$ cat config.mk
export PLATFORM = sky130hd
export DESIGN_NAME = serial_mmio_ctrl_flat
export DESIGN_NICKNAME = d
export VERILOG_FILES = /design/src/rtl/serial_mmio_ctrl_pkg.sv /design/src/rtl/serial_mmio_ctrl_if.sv /design/src/rtl/serial_mmio_ctrl_byte_fifo.sv /design/src/rtl/serial_mmio_ctrl.sv /design/src/flat_wrapper.sv
export SDC_FILE = /design/constraint.sdc
export NUM_CORES = 1
export LEC_CHECK = 0
export ABC_AREA = 1
export ABC_CLOCK_PERIOD_IN_PS = 2500
export BUFFER_PORTS_ARGS = -buffer_cell sky130_fd_sc_hd__buf_2
export CORE_MARGIN = 10
export CORE_UTILIZATION = 50
export CTS_CLUSTER_DIAMETER = 60
export DETAILED_ROUTE_END_ITERATION = 8
export PLACE_DENSITY_LB_ADDON = 0.12
export SLEW_MARGIN = 20
export SYNTH_ARGS = -nofsm -noshare
export SYNTH_HDL_FRONTEND = slang
export SYNTH_HIERARCHICAL = 1
export SYNTH_SLANG_ARGS = --single-unit
$ cat constraint.sdc
create_clock -name clock -period 2.5 [get_ports clock]
set_clock_uncertainty 0.15 [all_clocks]
set_input_delay 0.125 -clock clock [delete_from_list [all_inputs] [get_ports clock]]
set_output_delay 0.125 -clock clock [all_outputs]
set_load 0.02 [all_outputs]
$ cat src/rtl/serial_mmio_ctrl_pkg.sv
// Shared register map and STATUS bit positions for the serial MMIO controller.
package serial_pkg;

  localparam logic REG_DATA   = 1'b0;
  localparam logic REG_STATUS = 1'b1;

  localparam int ST_RX_FULL  = 0;
  localparam int ST_TX_FULL  = 1;
  localparam int ST_TX_EMPTY = 2;
  localparam int ST_TX_OVF   = 3;
  localparam int ST_CNT_LSB  = 8;

endpackage

$ cat src/rtl/serial_mmio_ctrl_if.sv
// CPU register bus and serial port pins of the controller, bundled as one interface.
// Serial handshake: a byte moves when the sender's wren/valid and the receiver's ready/rden are high at the same edge.
interface serial_mmio_ctrl_if;
  logic        cpu_addr;
  logic        cpu_wren;
  logic        cpu_rden;
  logic [31:0] cpu_wdata;
  logic [31:0] cpu_rdata;
  logic [7:0]  serial_in;
  logic        serial_valid_in;
  logic        serial_rden_out;
  logic [7:0]  serial_out;
  logic        serial_ready_in;
  logic        serial_wren_out;

  modport master (
    output cpu_addr, cpu_wren, cpu_rden, cpu_wdata,
    input  cpu_rdata,
    output serial_in, serial_valid_in, serial_ready_in,
    input  serial_rden_out, serial_out, serial_wren_out
  );

  modport slave (
    input  cpu_addr, cpu_wren, cpu_rden, cpu_wdata,
    output cpu_rdata,
    input  serial_in, serial_valid_in, serial_ready_in,
    output serial_rden_out, serial_out, serial_wren_out
  );
endinterface

$ cat src/rtl/serial_mmio_ctrl_byte_fifo.sv
// Synchronous byte FIFO; push is judged against the pre-edge count, so a
// simultaneous pop never makes room for a push into a full FIFO.
module byte_fifo #(
  parameter int DEPTH = 8,
  parameter int CNT_W = $clog2(DEPTH) + 1
) (
  input  logic             clock,
  input  logic             reset,
  input  logic             push_i,
  input  logic [7:0]       data_i,
  input  logic             pop_i,
  output logic [7:0]       head_o,
  output logic [CNT_W-1:0] count_o,
  output logic             full_o,
  output logic             empty_o
);
  localparam int AW = $clog2(DEPTH);

  logic [7:0]       mem_q [DEPTH];
  logic [AW-1:0]    wr_ptr_q, wr_ptr_d, rd_ptr_q, rd_ptr_d;
  logic [CNT_W-1:0] count_q, count_d;
  logic             push_ok, pop_ok;

  assign full_o  = (count_q == CNT_W'(DEPTH));
  assign empty_o = (count_q == '0);
  assign count_o = count_q;
  assign head_o  = mem_q[rd_ptr_q];
  assign push_ok = push_i && !full_o;
  assign pop_ok  = pop_i && !empty_o;

  // Pointers wrap naturally because DEPTH is a power of two.
  always_comb begin
    wr_ptr_d = wr_ptr_q + AW'(push_ok);
    rd_ptr_d = rd_ptr_q + AW'(pop_ok);
    count_d  = count_q + CNT_W'(push_ok) - CNT_W'(pop_ok);
  end

  always_ff @(posedge clock) begin
    if (reset) begin
      wr_ptr_q <= '0;
      rd_ptr_q <= '0;
      count_q  <= '0;
    end else begin
      wr_ptr_q <= wr_ptr_d;
      rd_ptr_q <= rd_ptr_d;
      count_q  <= count_d;
    end
  end

  always_ff @(posedge clock) begin
    if (push_ok) mem_q[wr_ptr_q] <= data_i;
  end
endmodule

$ cat src/rtl/serial_mmio_ctrl.sv
// Serial MMIO controller: DATA/STATUS registers, TX FIFO drain and one-byte RX holding register.
// Defining SERIAL_LOOPBACK_EN routes drained TX bytes into the RX register instead of the port.
module serial_mmio_ctrl
  import serial_pkg::*;
#(
  parameter int TX_DEPTH = 8,
  parameter int CNT_W    = $clog2(TX_DEPTH) + 1
) (
  input  logic clock,
  input  logic reset,
  serial_mmio_ctrl_if.slave bus
);
  logic             tx_push, tx_pop, tx_full, tx_empty, tx_to_port;
  logic [7:0]       tx_head;
  logic [CNT_W-1:0] tx_count;
  logic             rx_accept;
  logic [7:0]       rx_byte;
  logic             rd_data, wr_status;
  logic [31:0]      status_word;

  logic        rx_full_q, rx_full_d;
  logic [7:0]  rx_data_q, rx_data_d;
  logic        tx_ovf_q, tx_ovf_d;
  logic [31:0] rdata_q, rdata_d;
  logic [7:0]  sout_q, sout_d;
  logic        swren_q, swren_d;
  logic        unused_wdata;

  assign tx_push      = bus.cpu_wren && (bus.cpu_addr == REG_DATA);
  assign wr_status    = bus.cpu_wren && (bus.cpu_addr == REG_STATUS);
  assign rd_data      = bus.cpu_rden && (bus.cpu_addr == REG_DATA);
  assign unused_wdata = ^bus.cpu_wdata[31:8];

`ifdef SERIAL_LOOPBACK_EN
  logic unused_port;
  assign unused_port         = ^{bus.serial_in, bus.serial_valid_in, bus.serial_ready_in};
  assign tx_pop              = !tx_empty && !rx_full_q;
  assign tx_to_port          = 1'b0;
  assign rx_accept           = tx_pop;
  assign rx_byte             = tx_head;
  assign bus.serial_rden_out = 1'b0;
`else
  assign tx_pop              = !tx_empty && bus.serial_ready_in;
  assign tx_to_port          = tx_pop;
  assign rx_accept           = bus.serial_valid_in && !rx_full_q;
  assign rx_byte             = bus.serial_in;
  assign bus.serial_rden_out = rx_accept;
`endif

  byte_fifo #(.DEPTH(TX_DEPTH), .CNT_W(CNT_W)) u_tx_fifo (
    .clock   (clock),
    .reset   (reset),
    .push_i  (tx_push),
    .data_i  (bus.cpu_wdata[7:0]),
    .pop_i   (tx_pop),
    .head_o  (tx_head),
    .count_o (tx_count),
    .full_o  (tx_full),
    .empty_o (tx_empty)
  );

  always_comb begin
    status_word                          = '0;
    status_word[ST_RX_FULL]              = rx_full_q;
    status_word[ST_TX_FULL]              = tx_full;
    status_word[ST_TX_EMPTY]             = tx_empty;
    status_word[ST_TX_OVF]               = tx_ovf_q;
    status_word[ST_CNT_LSB +: CNT_W]     = tx_count;
  end

  // rx_accept already requires !rx_full_q, so it never collides with the read clear.
  always_comb begin
    rx_full_d = rx_full_q;
    rx_data_d = rx_data_q;
    if (rd_data) rx_full_d = 1'b0;
    if (rx_accept) begin
      rx_data_d = rx_byte;
      rx_full_d = 1'b1;
    end

    tx_ovf_d = tx_ovf_q;
    if (wr_status && bus.cpu_wdata[ST_TX_OVF]) tx_ovf_d = 1'b0;
    if (tx_push && tx_full) tx_ovf_d = 1'b1;

    swren_d = 1'b0;
    sout_d  = sout_q;
    if (tx_to_port) begin
      swren_d = 1'b1;
      sout_d  = tx_head;
    end

    rdata_d = '0;
    if (bus.cpu_rden) begin
      if (bus.cpu_addr == REG_DATA) rdata_d = {24'b0, rx_data_q};
      else                          rdata_d = status_word;
    end
  end

  always_ff @(posedge clock) begin
    if (reset) begin
      rx_full_q <= 1'b0;
      rx_data_q <= '0;
      tx_ovf_q  <= 1'b0;
      rdata_q   <= '0;
      sout_q    <= '0;
      swren_q   <= 1'b0;
    end else begin
      rx_full_q <= rx_full_d;
      rx_data_q <= rx_data_d;
      tx_ovf_q  <= tx_ovf_d;
      rdata_q   <= rdata_d;
      sout_q    <= sout_d;
      swren_q   <= swren_d;
    end
  end

  assign bus.cpu_rdata       = rdata_q;
  assign bus.serial_out      = sout_q;
  assign bus.serial_wren_out = swren_q;
endmodule
$ cat src/flat_wrapper.sv
// flat-port wrapper written by rule: the top's interface ports become plain ports
module serial_mmio_ctrl_flat import serial_pkg::*;
#(
  parameter int TX_DEPTH = 8,
  parameter int CNT_W    = $clog2(TX_DEPTH) + 1
)
  (clock, reset, bus_cpu_addr, bus_cpu_wren, bus_cpu_rden, bus_cpu_wdata, bus_cpu_rdata, bus_serial_in, bus_serial_valid_in, bus_serial_ready_in, bus_serial_rden_out, bus_serial_out, bus_serial_wren_out);
  serial_mmio_ctrl_if bus_i ();
  input  logic clock;
  input  logic reset;
  input wire logic [$bits(bus_i.cpu_addr)-1:0] bus_cpu_addr;
  input wire logic [$bits(bus_i.cpu_wren)-1:0] bus_cpu_wren;
  input wire logic [$bits(bus_i.cpu_rden)-1:0] bus_cpu_rden;
  input wire logic [$bits(bus_i.cpu_wdata)-1:0] bus_cpu_wdata;
  output wire logic [$bits(bus_i.cpu_rdata)-1:0] bus_cpu_rdata;
  input wire logic [$bits(bus_i.serial_in)-1:0] bus_serial_in;
  input wire logic [$bits(bus_i.serial_valid_in)-1:0] bus_serial_valid_in;
  input wire logic [$bits(bus_i.serial_ready_in)-1:0] bus_serial_ready_in;
  output wire logic [$bits(bus_i.serial_rden_out)-1:0] bus_serial_rden_out;
  output wire logic [$bits(bus_i.serial_out)-1:0] bus_serial_out;
  output wire logic [$bits(bus_i.serial_wren_out)-1:0] bus_serial_wren_out;
  assign bus_i.cpu_addr = bus_cpu_addr;
  assign bus_i.cpu_wren = bus_cpu_wren;
  assign bus_i.cpu_rden = bus_cpu_rden;
  assign bus_i.cpu_wdata = bus_cpu_wdata;
  assign bus_cpu_rdata = bus_i.cpu_rdata;
  assign bus_i.serial_in = bus_serial_in;
  assign bus_i.serial_valid_in = bus_serial_valid_in;
  assign bus_i.serial_ready_in = bus_serial_ready_in;
  assign bus_serial_rden_out = bus_i.serial_rden_out;
  assign bus_serial_out = bus_i.serial_out;
  assign bus_serial_wren_out = bus_i.serial_wren_out;
  serial_mmio_ctrl #(.TX_DEPTH(TX_DEPTH), .CNT_W(CNT_W)) u_core (.clock(clock), .reset(reset), .bus(bus_i));
endmodule
======== Yosys cells after proc, flatten, opt, wreduce, memory -nomap -nowiden ========
Memories as Yosys holds them, arrays and structs flattened. A register that Yosys moved wholly into a read port is not among the register bits.
Cells that the tools add are included.
storage, ports and cells
  register bits ........................... 53
  memory bits (writable) .................. 64
  word-level logic and storage cells ...... 44
  memories kept ........................... 1
cells by class
  $add $sub $neg .......................... 4
  equality and inequality tests ........... 1
  muxes and demuxes ....................... 8
  bitwise logic cells ..................... 2
  reductions and logical operators ........ 18
memories
  memory                  words  width  rd ports  clocked after Yosys merged registers in  wr ports  line                              source
  u_core.u_tx_fifo.mem_q  8      8      1         1                                        1         serial_mmio_ctrl_byte_fifo.sv:19  logic [7:0] mem_q [DEPTH];
operators with widths
  cell                                        count
  logical AND 1 bit                           9
  2-to-1 mux 1 bit                            7
  adder 3 x 1 -> 3 bit                        2
  OR reduction 3 bit                          2
  adder 4 x 1 -> 4 bit                        1
  equality test 4 bit, second input constant  1
  logical NOT 4 bit                           1
  2-to-1 mux 4 bit                            1
  nonzero test 2 bit                          2
  subtractor 4 x 1 -> 4 bit                   1
  logical NOT 1 bit                           3
  NOT 1 bit                                   2
  OR reduction 2 bit                          1

======== Longest topological paths before layout ========
Gate-level depths: netlist (run 1).
  depth after elaboration ................. 5
  depth in mapped cells ................... 16
  depth with buffers taken out ............ 16

======== By module ========
The synthesis (run 1) kept the hierarchy.
modules (own cells, without submodules)
  module            instances  cells an instance  area an instance (µm²)  sequential area each (µm²)
  byte_fifo         1          355                3445.8                  2122.0
  serial_mmio_ctrl  1          150                1242.4                  620.6

======== Least setup slack after synthesis (run 1) ========
OpenSTA, ideal clock, no wires.
  kind .................................... flip-flop to flip-flop
  start point ............................. reg u_core.u_tx_fifo.count_q[2] (netlist: u_core/u_tx_fifo/count_o[2])
  end point ............................... reg u_core.u_tx_fifo.count_q[2] (netlist: u_core/u_tx_fifo/count_o[2])
  arrival time ............................ 2.112 ns
  required time ........................... 2.222 ns
  setup slack ............................. 0.110 ns
  stages on the path, launching flop included .. 16
  path buffers ............................ 0
  period minus slack after synthesis ...... 2.390 ns
  path through ............................ dfxtp_1 > inv_1 > ha_1 > inv_1 > nor2_1 > inv_1 > nand2_2 > inv_2 > inv_1 > nor2_1 > ha_1 > inv_1 > ha_1 > fa_1 > xnor2_1 > nor2_1
on the way
  word-level cells in the longest chain between the ends .. 5
  elaborated cells between the ends (all ways) .. 9
ends and longest elaborated chain
  what                         line                                                      source
  start: declaration           serial_mmio_ctrl_byte_fifo.sv:21                          logic [CNT_W-1:0] count_q, count_d;
  start signal: assignment     serial_mmio_ctrl_byte_fifo.sv:46                          count_q <= count_d;
  logical NOT 4 bit *          serial_mmio_ctrl_byte_fifo.sv:25                          assign empty_o = (count_q == '0);
  named net u_core.tx_empty    serial_mmio_ctrl.sv:13                                    logic tx_push, tx_pop, tx_full, tx_empty, tx_to_port;
  logical NOT 1 bit *          serial_mmio_ctrl_byte_fifo.sv:29, serial_mmio_ctrl.sv:43
  logical AND 1 bit            serial_mmio_ctrl.sv:43                                    assign tx_pop = !tx_empty && bus.serial_ready_in;
  logical AND 1 bit *          serial_mmio_ctrl_byte_fifo.sv:29                          assign pop_ok = pop_i && !empty_o;
  subtractor 4 x 1 -> 4 bit *  serial_mmio_ctrl_byte_fifo.sv:35                          count_d = count_q + CNT_W'(push_ok) - CNT_W'(pop_ok);
The timed path passes the listed nets; every way through them passes the cells marked *.
A chain may end at the register's enable or synchronous reset.

======== Worst setup path in the final report (run 1) ========
  start point ............................. reg u_core.u_tx_fifo.count_q[2] (netlist: u_core/u_tx_fifo/count_o[2])
  end point ............................... reg u_core.u_tx_fifo.count_q[1] (netlist: u_core/u_tx_fifo/count_o[1])
on the way
  word-level cells in the longest chain between the ends .. 5
  elaborated cells between the ends (all ways) .. 9
ends and longest elaborated chain
  what                                   line
  logical NOT 4 bit *                    serial_mmio_ctrl_byte_fifo.sv:25
  named net u_core.tx_empty              serial_mmio_ctrl.sv:13
  logical NOT 1 bit *                    serial_mmio_ctrl_byte_fifo.sv:29, serial_mmio_ctrl.sv:43
  logical AND 1 bit                      serial_mmio_ctrl.sv:43
  logical AND 1 bit *                    serial_mmio_ctrl_byte_fifo.sv:29
  subtractor 4 x 1 -> 4 bit *            serial_mmio_ctrl_byte_fifo.sv:35
  named net u_core.u_tx_fifo.count_d[1]  serial_mmio_ctrl_byte_fifo.sv:21
Marks and branches as above.

==> results.rst, run 1 <==
.. list-table::
   :header-rows: 1

   * - Metric
     - Value
   * - Global routing usage on met1
     - 0.171
   * - Total vias in the final route
     - 3243
   * - Cell area reported after detailed placement
     - 4970 µm²
   * - Count of final setup violators
     - 0
   * - Final cell area excluding filler cells
     - 5440 µm²
   * - CTS tree
     - done
   * - Number of warnings printed during yosys synthesis
     - 6
   * - Routed length per placed instance
     - 13.4 µm
   * - Met2 routing resource usage after global routing
     - 0.239
   * - Router iterations before antenna repair
     - 4
   * - Switching part of the total
     - 0.337
   * - Post-route core utilization
     - 0.591
   * - Crit Path Max Fanout
     - 3
   * - Clock latency of the later-clocked register in the worst-skew pair
     - 0.36 ns
   * - Share of total power in the clock network
     - 0.247
   * - Pins Over Slew Limit
     - 0
   * - Count of unique library cells instantiated by Yosys
     - 25
   * - Number of antenna violations at the first check in global routing
     - 0
   * - CP arrival
     - 2.43 ns
   * - Area growth from synthesis to layout
     - 15.9%
   * - Global-route total usage across every layer
     - 0.141
   * - Violation count after the first detailed-route iteration
     - 160
   * - Overall overflow remaining after global route
     - 0
   * - First-pass GRT wire length
     - 14800 µm
   * - Total of flip-flops plus latches after synthesis
     - 105
   * - Top library cells by usage in the layout, fill and taps aside
     - 108 x sky130_fd_sc_hd__nand2_1, 96 x sky130_fd_sc_hd__inv_1, 64 x sky130_fd_sc_hd__edfxtp_1
   * - Floorplan die width
     - 117 µm
   * - Post-DRT Antenna Nets
     - 0
   * - Average footprint of a synthesized cell
     - 9.28 µm²
   * - Crit. End Element
     - flop
   * - Worst-case clock buffer depth
     - 2
   * - Clock transition at the registers of the reported paths
     - 0.10 ns
   * - Part of the total power dissipated in combinational logic
     - 0.297
   * - Drt via density
     - 4.63
   * - Clock period minus final worst setup slack
     - 2.33 ns
   * - Type of the worst setup path
     - reg2reg
   * - Site row count
     - 35
   * - Period Utilization, post-route
     - 0.932
   * - Detailed-route DRC error count
     - 0
   * - Hold Crit Class
     - in2reg
   * - Sequential Power Share
     - 0.456
   * - Die area
     - 13600 µm²
   * - Clock buffers created by TritonCTS
     - 9
   * - Net load switching power
     - 1.51 mW
   * - Cell type of the slowest stage on the worst timing path
     - sky130_fd_sc_hd__fa_2
   * - Share of post-route cells with drive strength above 1
     - 0.195
   * - Register area share after synthesis
     - 0.585
   * - Most common cell type on the critical path
     - sky130_fd_sc_hd__inv_1
   * - Tightest Pin Transition
     - 0.940 ns
   * - Accumulated negative setup slack
     - 0 ns
   * - Number of top-level pins
     - 89
   * - Total detailed-routing wirelength
     - 9370 µm
   * - Commonest non-fill, non-tap cell in the layout
     - sky130_fd_sc_hd__nand2_1
   * - # H-tree levels
     - 3
   * - Leakage power
     - 2.56 nW
   * - Number of global-route vias before repair
     - 3043
   * - Total half-perimeter wirelength after legalization and detailed placement
     - 6340 µm
   * - Required time of the critical path
     - 2.60 ns
   * - Worst stage delay on the critical path
     - 0.43 ns
   * - Worst slew margin
     - 0.368
   * - Highest Clock Rate
     - 429 MHz
   * - Chip height
     - 117 µm
   * - Unrepaired setup endpoints after global routing
     - no
   * - Setup slack on the worst flop-to-flop path
     - 0.17 ns
   * - Final hold viol count
     - 0
   * - Internal Pwr Total
     - 2.97 mW
   * - Outcome
     - complete, no violations
   * - Maximum vdd drop
     - 360 µV
   * - Number of buffers inserted by port buffering
     - 44
   * - Number of cells produced by synthesis
     - 505
   * - Clock root cell
     - sky130_fd_sc_hd__clkbuf_8
   * - Core Footprint
     - 9200 µm²
   * - Net count, final
     - 642
   * - GR Util met3
     - 0.0357
   * - List of cells traversed by the critical path
     - inv_2 > ha_1 > inv_1 > nor2_4 > inv_1 > nand2_2 > inv_2 > inv_1 > nor2_2 > ha_1 > inv_1 > ha_2 > fa_2 > inv_1 > nor2_1
   * - Pin count of the biggest net entering global routing
     - 33
   * - Power density relative to cell area
     - 824 nW/µm²
   * - Count of filler cells inserted in the layout
     - 788
   * - Number of violations of the max-capacitance limit
     - 0
   * - Number of buffers and inverters on the critical path
     - 7
   * - Type of element launching the critical path
     - flop
   * - Cell class contributing the biggest share of worst-path delay
     - adder cells
   * - Most used routing layer
     - met2
   * - Initial Util
     - 0.510
   * - Number of sinks handled by clock tree synthesis
     - 105
   * - Gpl congestion
     - 0.804
   * - Post-synthesis instance area
     - 4690 µm²
## cell type report
type                    instances  area (µm²)  area share
clock buffers                  13         201      0.0371
well taps                     111         139      0.0256
multi-input cells             282        1370       0.252
repair buffers                 82         561       0.103
inverters                     104         395      0.0727
clock inverters                 3        23.8     0.00437
diodes                          1        2.50    0.000460
flip-flops and latches        105        2750       0.505
## cell families (layout without fill, tap and decap cells)
| family | after synthesis | in the layout | synth area share |
|---|---|---|---|
| compound gates | 25 | 25 | 0.0355 |
| xor+xnor | 3 | 3 | 0.00561 |
| fa+ha+maj | 11 | 11 | 0.0310 |
| buf+inv | 137 | 202 | 0.142 |
| flops | 105 | 105 | 0.585 |
| other cells | 1 | 21 | 0.000800 |
| simple gates | 223 | 223 | 0.200 |
## what timing repair did
| item | CTS | global route |
|---|---|---|
| hold buffers | 22 | 0 |
| buffers inserted | 0 | 0 |
| hold endpoints to repair | 89 | 0 |
| gates resized for setup | 0 | 9 |
| setup endpoints to repair | 0 | 2 |
## stage by stage
stage          hold WS [ns]  worst slack [ns]  power (mW)  cells
2_1_floorplan        0.0441             0.110        3.12    524
3_5_place_dp          0.221             0.120        3.36    662
4_1_cts              0.0199            0.0978        4.49    700
3_3_place_gp          0.212             0.147        3.34    662
5_1_grt              0.0244            0.0106        4.81    700
6_report             0.0311             0.169        4.48    701
## worst register-to-register path, cell delays in order, from the launching register on
cell                      delay [ns]
sky130_fd_sc_hd__dfxtp_2        0.34
sky130_fd_sc_hd__inv_2          0.05
sky130_fd_sc_hd__ha_1           0.19
sky130_fd_sc_hd__inv_1          0.09
sky130_fd_sc_hd__nor2_4         0.05
sky130_fd_sc_hd__inv_1          0.08
sky130_fd_sc_hd__nand2_2        0.06
sky130_fd_sc_hd__inv_2          0.06
sky130_fd_sc_hd__inv_1          0.04
sky130_fd_sc_hd__nor2_2         0.12
sky130_fd_sc_hd__ha_1           0.24
sky130_fd_sc_hd__inv_1          0.06
sky130_fd_sc_hd__ha_2           0.18
sky130_fd_sc_hd__fa_2           0.43
sky130_fd_sc_hd__inv_1          0.06
sky130_fd_sc_hd__nor2_1         0.03
## power groups by stage
stage	clock (mW)	combinational [mW]	sequential, mW
5_1_grt	1.21	1.54	2.06
6_report	1.11	1.33	2.04
4_1_cts	1.13	1.32	2.04
3_5_place_dp	0	1.28	2.08
2_1_floorplan	0	0.979	2.14
3_3_place_gp	0	1.26	2.08
## cells in the mapped netlist, drive strengths merged
master / instances / share of area
conb: 1 / 0.00080
ha: 10 / 0.027
o21ai: 19 / 0.029
buf: 32 / 0.057
fa: 1 / 0.0043
edfxtp: 64 / 0.41
nand2: 121 / 0.10
clkbuf: 1 / 0.00080
a21oi: 6 / 0.0064
dfxtp: 41 / 0.18
nor2: 56 / 0.046
nand3: 38 / 0.041
xnor2: 3 / 0.0056
nor3: 8 / 0.0085
inv: 104 / 0.084
## sequential cells by signal (all words and copies together) (netlist names)
signal	cells
u_core/u_tx_fifo/rd_ptr_q	3
u_core/tx_ovf_q	1
u_core/bus.serial_out	8
u_core/u_tx_fifo/wr_ptr_q	3
u_core/bus.cpu_rdata	12
u_core/rx_full_q	1
u_core/u_tx_fifo/count_o	4
u_core/rx_data_q	8
u_core/u_tx_fifo/mem_q	64
u_core/bus.serial_wren_out	1
## path summary, 6_finish.rpt
path / start / cells past startpoint / to
max: u_core/u_tx_fifo/count_o[2] / 15 / u_core/u_tx_fifo/count_o[1]
min: bus_serial_valid_in / 4 / u_core/rx_data_q[0]
max reg2reg: u_core/u_tx_fifo/count_o[2] / 15 / u_core/u_tx_fifo/count_o[1]
min reg2reg: u_core/rx_data_q[6] / 2 / u_core/bus.cpu_rdata[6]
## metal layers
metal | vias up | wire length (µm)
li1 | 1671 | -
met3 | 12 | 813
met4 | 0 | 119
met5 | - | 0
met2 | 85 | 4460
met1 | 1475 | 3990
(Power assumes the default switching activity.)
==> run 2: changes to the inputs <==
- ABC_AREA: 1 -> 0
- CORE_UTILIZATION: 50 -> 49
==> run 2 against run 1 <==
Register-to-register slack worse by 0.09 ns. Routed wire length down 12%. Via count down 23%. Largest cell class unchanged.
==> results.rst, run 2 <==
.. list-table::
   :header-rows: 1

   * - Metric
     - Value
   * - Outcome
     - complete, no violations
   * - Total of flip-flops plus latches after synthesis
     - 105 (unchanged)
   * - Router iterations before antenna repair
     - 4 (unchanged)
   * - Post-DRT Antenna Nets
     - 0 (unchanged)
   * - Core Footprint
     - 8640 µm² (-6.1%)
   * - Number of warnings printed during yosys synthesis
     - 6 (unchanged)
   * - Number of enable flip-flop cells after synthesis
     - 64 (unchanged)
   * - Count of final setup violators
     - 0 (unchanged)
   * - Cell type of the slowest stage on the worst timing path
     - sky130_fd_sc_hd__fa_2
   * - Highest Clock Rate
     - 413 MHz (-3.7%)
   * - Worst r2r path cells
     - 11 (-4)
   * - Drt via density
     - 4.98 (+7.6%)
   * - CTS tree
     - done
   * - Site row count
     - 34 (-2.9%)
   * - Number of cells produced by synthesis
     - 294 (-42%)
   * - Net count, final
     - 445 (-31%)
   * - Cell taking the most area after synthesis
     - sky130_fd_sc_hd__edfxtp_1
   * - Violation count after the first detailed-route iteration
     - 110 (-31%)
   * - Post-route core utilization
     - 0.607 (+0.0161)
   * - Capture point of the critical path
     - u_core/u_tx_fifo/count_o[1]
   * - Tightest Pin Transition
     - 0.874 ns (-0.0661 ns)
   * - Period Utilization, post-route
     - 0.968 (+0.0359)
   * - Top library cells by usage in the layout, fill and taps aside
     - 64 x sky130_fd_sc_hd__edfxtp_1, 44 x sky130_fd_sc_hd__buf_2, 39 x sky130_fd_sc_hd__dfxtp_1
   * - Share of synthesized cell area in and, or, nand and nor gates
     - 0.0933 (-0.107)
   * - Required time of the critical path
     - 2.66 ns (+0.06 ns)
   * - List of most frequent post-synthesis cells
     - 64 x sky130_fd_sc_hd__edfxtp_1, 41 x sky130_fd_sc_hd__dfxtp_1, 35 x sky130_fd_sc_hd__nand2_1, 23 x sky130_fd_sc_hd__buf_4, 18 x sky130_fd_sc_hd__nor2_1
   * - Register bank with the most flops
     - u_core/u_tx_fifo/mem_q
   * - Chip height
     - 114 µm (-2.5%)
   * - Worst stage delay on the critical path
     - 0.55 ns (+0.12 ns)
   * - Ant diodes
     - 0 (-1)
   * - Count of unique library cells instantiated by Yosys
     - 36 (+44%)
   * - Register area share after synthesis
     - 0.635 (+0.0502)
   * - Crit Reg-Reg Endpoint
     - u_core/u_tx_fifo/count_o[1]
   * - Setup slack on the worst flop-to-flop path
     - 0.08 ns (-0.09 ns)
   * - Number of antenna violations at the first check in global routing
     - 0 (unchanged)
   * - Post-synthesis adder-cell area fraction
     - 0.0336 (+0.00266)
   * - Count of filler cells inserted in the layout
     - 693 (-12%)
   * - Area growth from synthesis to layout
     - 21.4%
   * - First-pass GRT wire length
     - 12800 µm (-13%)
   * - Number of violations of the max-capacitance limit
     - 0 (unchanged)
   * - Number of global-route vias before repair
     - 2530 (-17%)
   * - Power density relative to cell area
     - 784 nW/µm² (-4.9%)
   * - Clock latency of the later-clocked register in the worst-skew pair
     - 0.36 ns (about the same)
   * - Initial Util
     - 0.500 (-0.00980)
   * - Type of element launching the critical path
     - flop
   * - Global-route total usage across every layer
     - 0.128 (-0.0129)
   * - Worst-case clock buffer depth
     - 2 (unchanged)
   * - Unrepaired setup endpoints after global routing
     - yes
   * - Most frequently used cell type in the post-synthesis netlist
     - sky130_fd_sc_hd__edfxtp_1
   * - List of cells traversed by the critical path
     - inv_2 > ha_4 > nor3b_4 > nand2b_4 > clkinv_8 > nor2b_4 > ha_4 > inv_2 > ha_4 > fa_2 > nor2b_4
   * - Pins Over Slew Limit
     - 0 (unchanged)
   * - Worst setup path start
     - u_core/u_tx_fifo/count_o[3]
   * - Number of buffers inserted by port buffering
     - 44 (unchanged)
   * - Average footprint of a synthesized cell
     - 14.7 µm² (+58%)
   * - Total half-perimeter wirelength after legalization and detailed placement
     - 5350 µm (-16%)
   * - Hold Crit Class
     - in2reg
   * - Clock period minus final worst setup slack
     - 2.42 ns (+0.0898 ns)
   * - Crit Path Max Fanout
     - 2 (-1)
   * - Final hold viol count
     - 0 (unchanged)
   * - Total vias in the final route
     - 2489 (-23%)
   * - Overall overflow remaining after global route
     - 0 (unchanged)
   * - Worst r2r src
     - u_core/u_tx_fifo/count_o[3]
   * - Most area-consuming cells after synthesis
     - sky130_fd_sc_hd__edfxtp_1 45%, sky130_fd_sc_hd__dfxtp_1 19%, sky130_fd_sc_hd__mux4_1 9.1%
   * - Number of top-level pins
     - 89 (unchanged)
   * - Floorplan die width
     - 114 µm (-2.5%)
   * - Detailed-route DRC error count
     - 0 (unchanged)
   * - CP arrival
     - 2.58 ns (+0.15 ns)
   * - Routed length per placed instance
     - 16.4 µm (+23%)
   * - Die area
     - 13000 µm² (-5.0%)
   * - Most common cell type on the critical path
     - sky130_fd_sc_hd__ha_4
   * - Number of flip-flops under the largest register name
     - 64 (unchanged)
   * - Number of sinks handled by clock tree synthesis
     - 105 (unchanged)
   * - Most frequently used flop master after synthesis
     - sky130_fd_sc_hd__edfxtp_1
   * - Clock transition at the registers of the reported paths
     - 0.09 ns (about the same)
   * - Type of the worst setup path
     - reg2reg
   * - Commonest non-fill, non-tap cell in the layout
     - sky130_fd_sc_hd__edfxtp_1
   * - Clock root cell
     - sky130_fd_sc_hd__clkbuf_8
   * - Pin count of the biggest net entering global routing
     - 22 (-33%)
   * - Clock buffers created by TritonCTS
     - 9 (unchanged)
   * - Area share of xor/xnor cells in the synthesized design
     - 0.00609 (+0.000481)
   * - Maximum vdd drop
     - 391 µV (+8.4%)
   * - Yosys top cell area share
     - 0.445 (+0.0352)
   * - Gpl congestion
     - 0.701 (-13%)
   * - Synth Area in Compound Gates
     - 0.0354 (-0.000143)
   * - Worst slew margin
     - 0.415 (+0.0467)
   * - # H-tree levels
     - 3 (unchanged)
   * - Total detailed-routing wirelength
     - 8210 µm (-12%)
   * - Async set-reset flop share out of synthesis
     - 0 (unchanged)
   * - Post-synthesis instance area
     - 4320 µm² (-7.9%)
   * - Crit. End Element
     - flop
   * - Leakage power
     - 2.07 nW (-19%)
   * - Multiplexer area fraction after synthesis
     - 0.127 (+0.127)
   * - Share of post-route cells with drive strength above 1
     - 0.304 (+0.108)
   * - Dominant combinational cell family by area after synthesis
     - multiplexers
   * - Post-Route Hold Slack
     - 0.205 ns (+0.173 ns)
[run 2: cell types whose count changed after synthesis, moves of 11 or more]
cell                      before  now
sky130_fd_sc_hd__nand2_2      12    0
sky130_fd_sc_hd__mux4_1        0   15
sky130_fd_sc_hd__nand2_1     108   35
sky130_fd_sc_hd__o21ai_2      11    0
sky130_fd_sc_hd__nand3_1      38    2
sky130_fd_sc_hd__nor2_1       55   18
sky130_fd_sc_hd__inv_1        98    8
[run 2: through the flow]
| step | setup WS, ns | std cells | power [mW] | cell area (µm²) | setup TNS (ns) |
|---|---|---|---|---|---|
| floorplan | 0.0105 | 313 | 2.65 | 4390 | 0 |
| global placement | -0.0204 | 455 | 2.88 | 4660 | -0.0204 |
| detailed placement | -0.0389 | 455 | 2.89 | 4660 | -0.0392 |
| CTS | 0.000379 | 499 | 4.08 | 5170 | 0 |
| global route | -0.0210 | 500 | 4.34 | 5240 | -0.0294 |
| finish | 0.0791 | 500 | 4.11 | 5240 | 0 |
[run 2: cell families after synthesis]
family | Yosys count
compound gates | 23
buf+inv | 41
flops | 105
other cells | 1
mux | 28
fa+ha+maj | 11
simple gates | 82
xor+xnor | 3
[run 2: routing by layer]
| layer | up-vias | part of all wire | global-route usage |
|---|---|---|---|
| met3 | 8 | 0.071 | 0.0404 |
| met5 | - | 0 | 0 |
| met2 | 64 | 0.49 | 0.212 |
| met4 | 0 | 0.010 | 0.0526 |
| li1 | 1200 | - | - |
| met1 | 1217 | 0.43 | 0.151 |
[run 2: repair_timing]
action | 4_1_cts | 5_1_grt
endpoints found under the hold margin | 87 | 0
hold buffers | 27 | 0
setup endpoints to repair | 2 | 8
pin swaps | 0 | 3
buffers inserted | 1 | 1
resized for setup | 4 | 14
[run 2: layout make-up]
class	instances	area, µm²	area share
inverters	10	55.1	0.0105
multi-input cells	167	1430	0.272
clock buffers	10	128	0.0243
well taps	108	135	0.0258
flip-flops and latches	105	2750	0.524
repair buffers	94	663	0.126
clock inverters	6	91.3	0.0174
[run 2: how the worst min path moves through the flow]
stage / cells past startpoint / slack [ns] / to / start
after floorplan: 0 / 0.07 / u_core/u_tx_fifo/mem_q[0][0] / bus_cpu_wdata[0]
after global placement: 3 / 0.23 / u_core/rx_data_q[6] / bus_serial_in[6]
after detailed placement: 3 / 0.23 / u_core/rx_data_q[5] / bus_serial_in[5]
after CTS: 5 / 0.16 / u_core/bus.serial_wren_out / bus_serial_ready_in
after global routing: 6 / 0.22 / u_core/bus.serial_out[5] / bus_serial_ready_in
final: 6 / 0.20 / u_core/bus.serial_out[0] / bus_serial_ready_in
[run 2: critical path: cells and delay by family, from the launching register on]
kind	cells	cell delay, ns
and+or+nand+nor	4	0.65
DFF	1	0.33
adders and majority gates	4	1.08
buffers and inverters	3	0.14
[run 2: where the power goes]
part / switching (mW) / internal, mW
logic: 0.468 / 0.487
registers: 0.0797 / 1.95
clock network: 0.554 / 0.570
total: 1.10 / 3.01
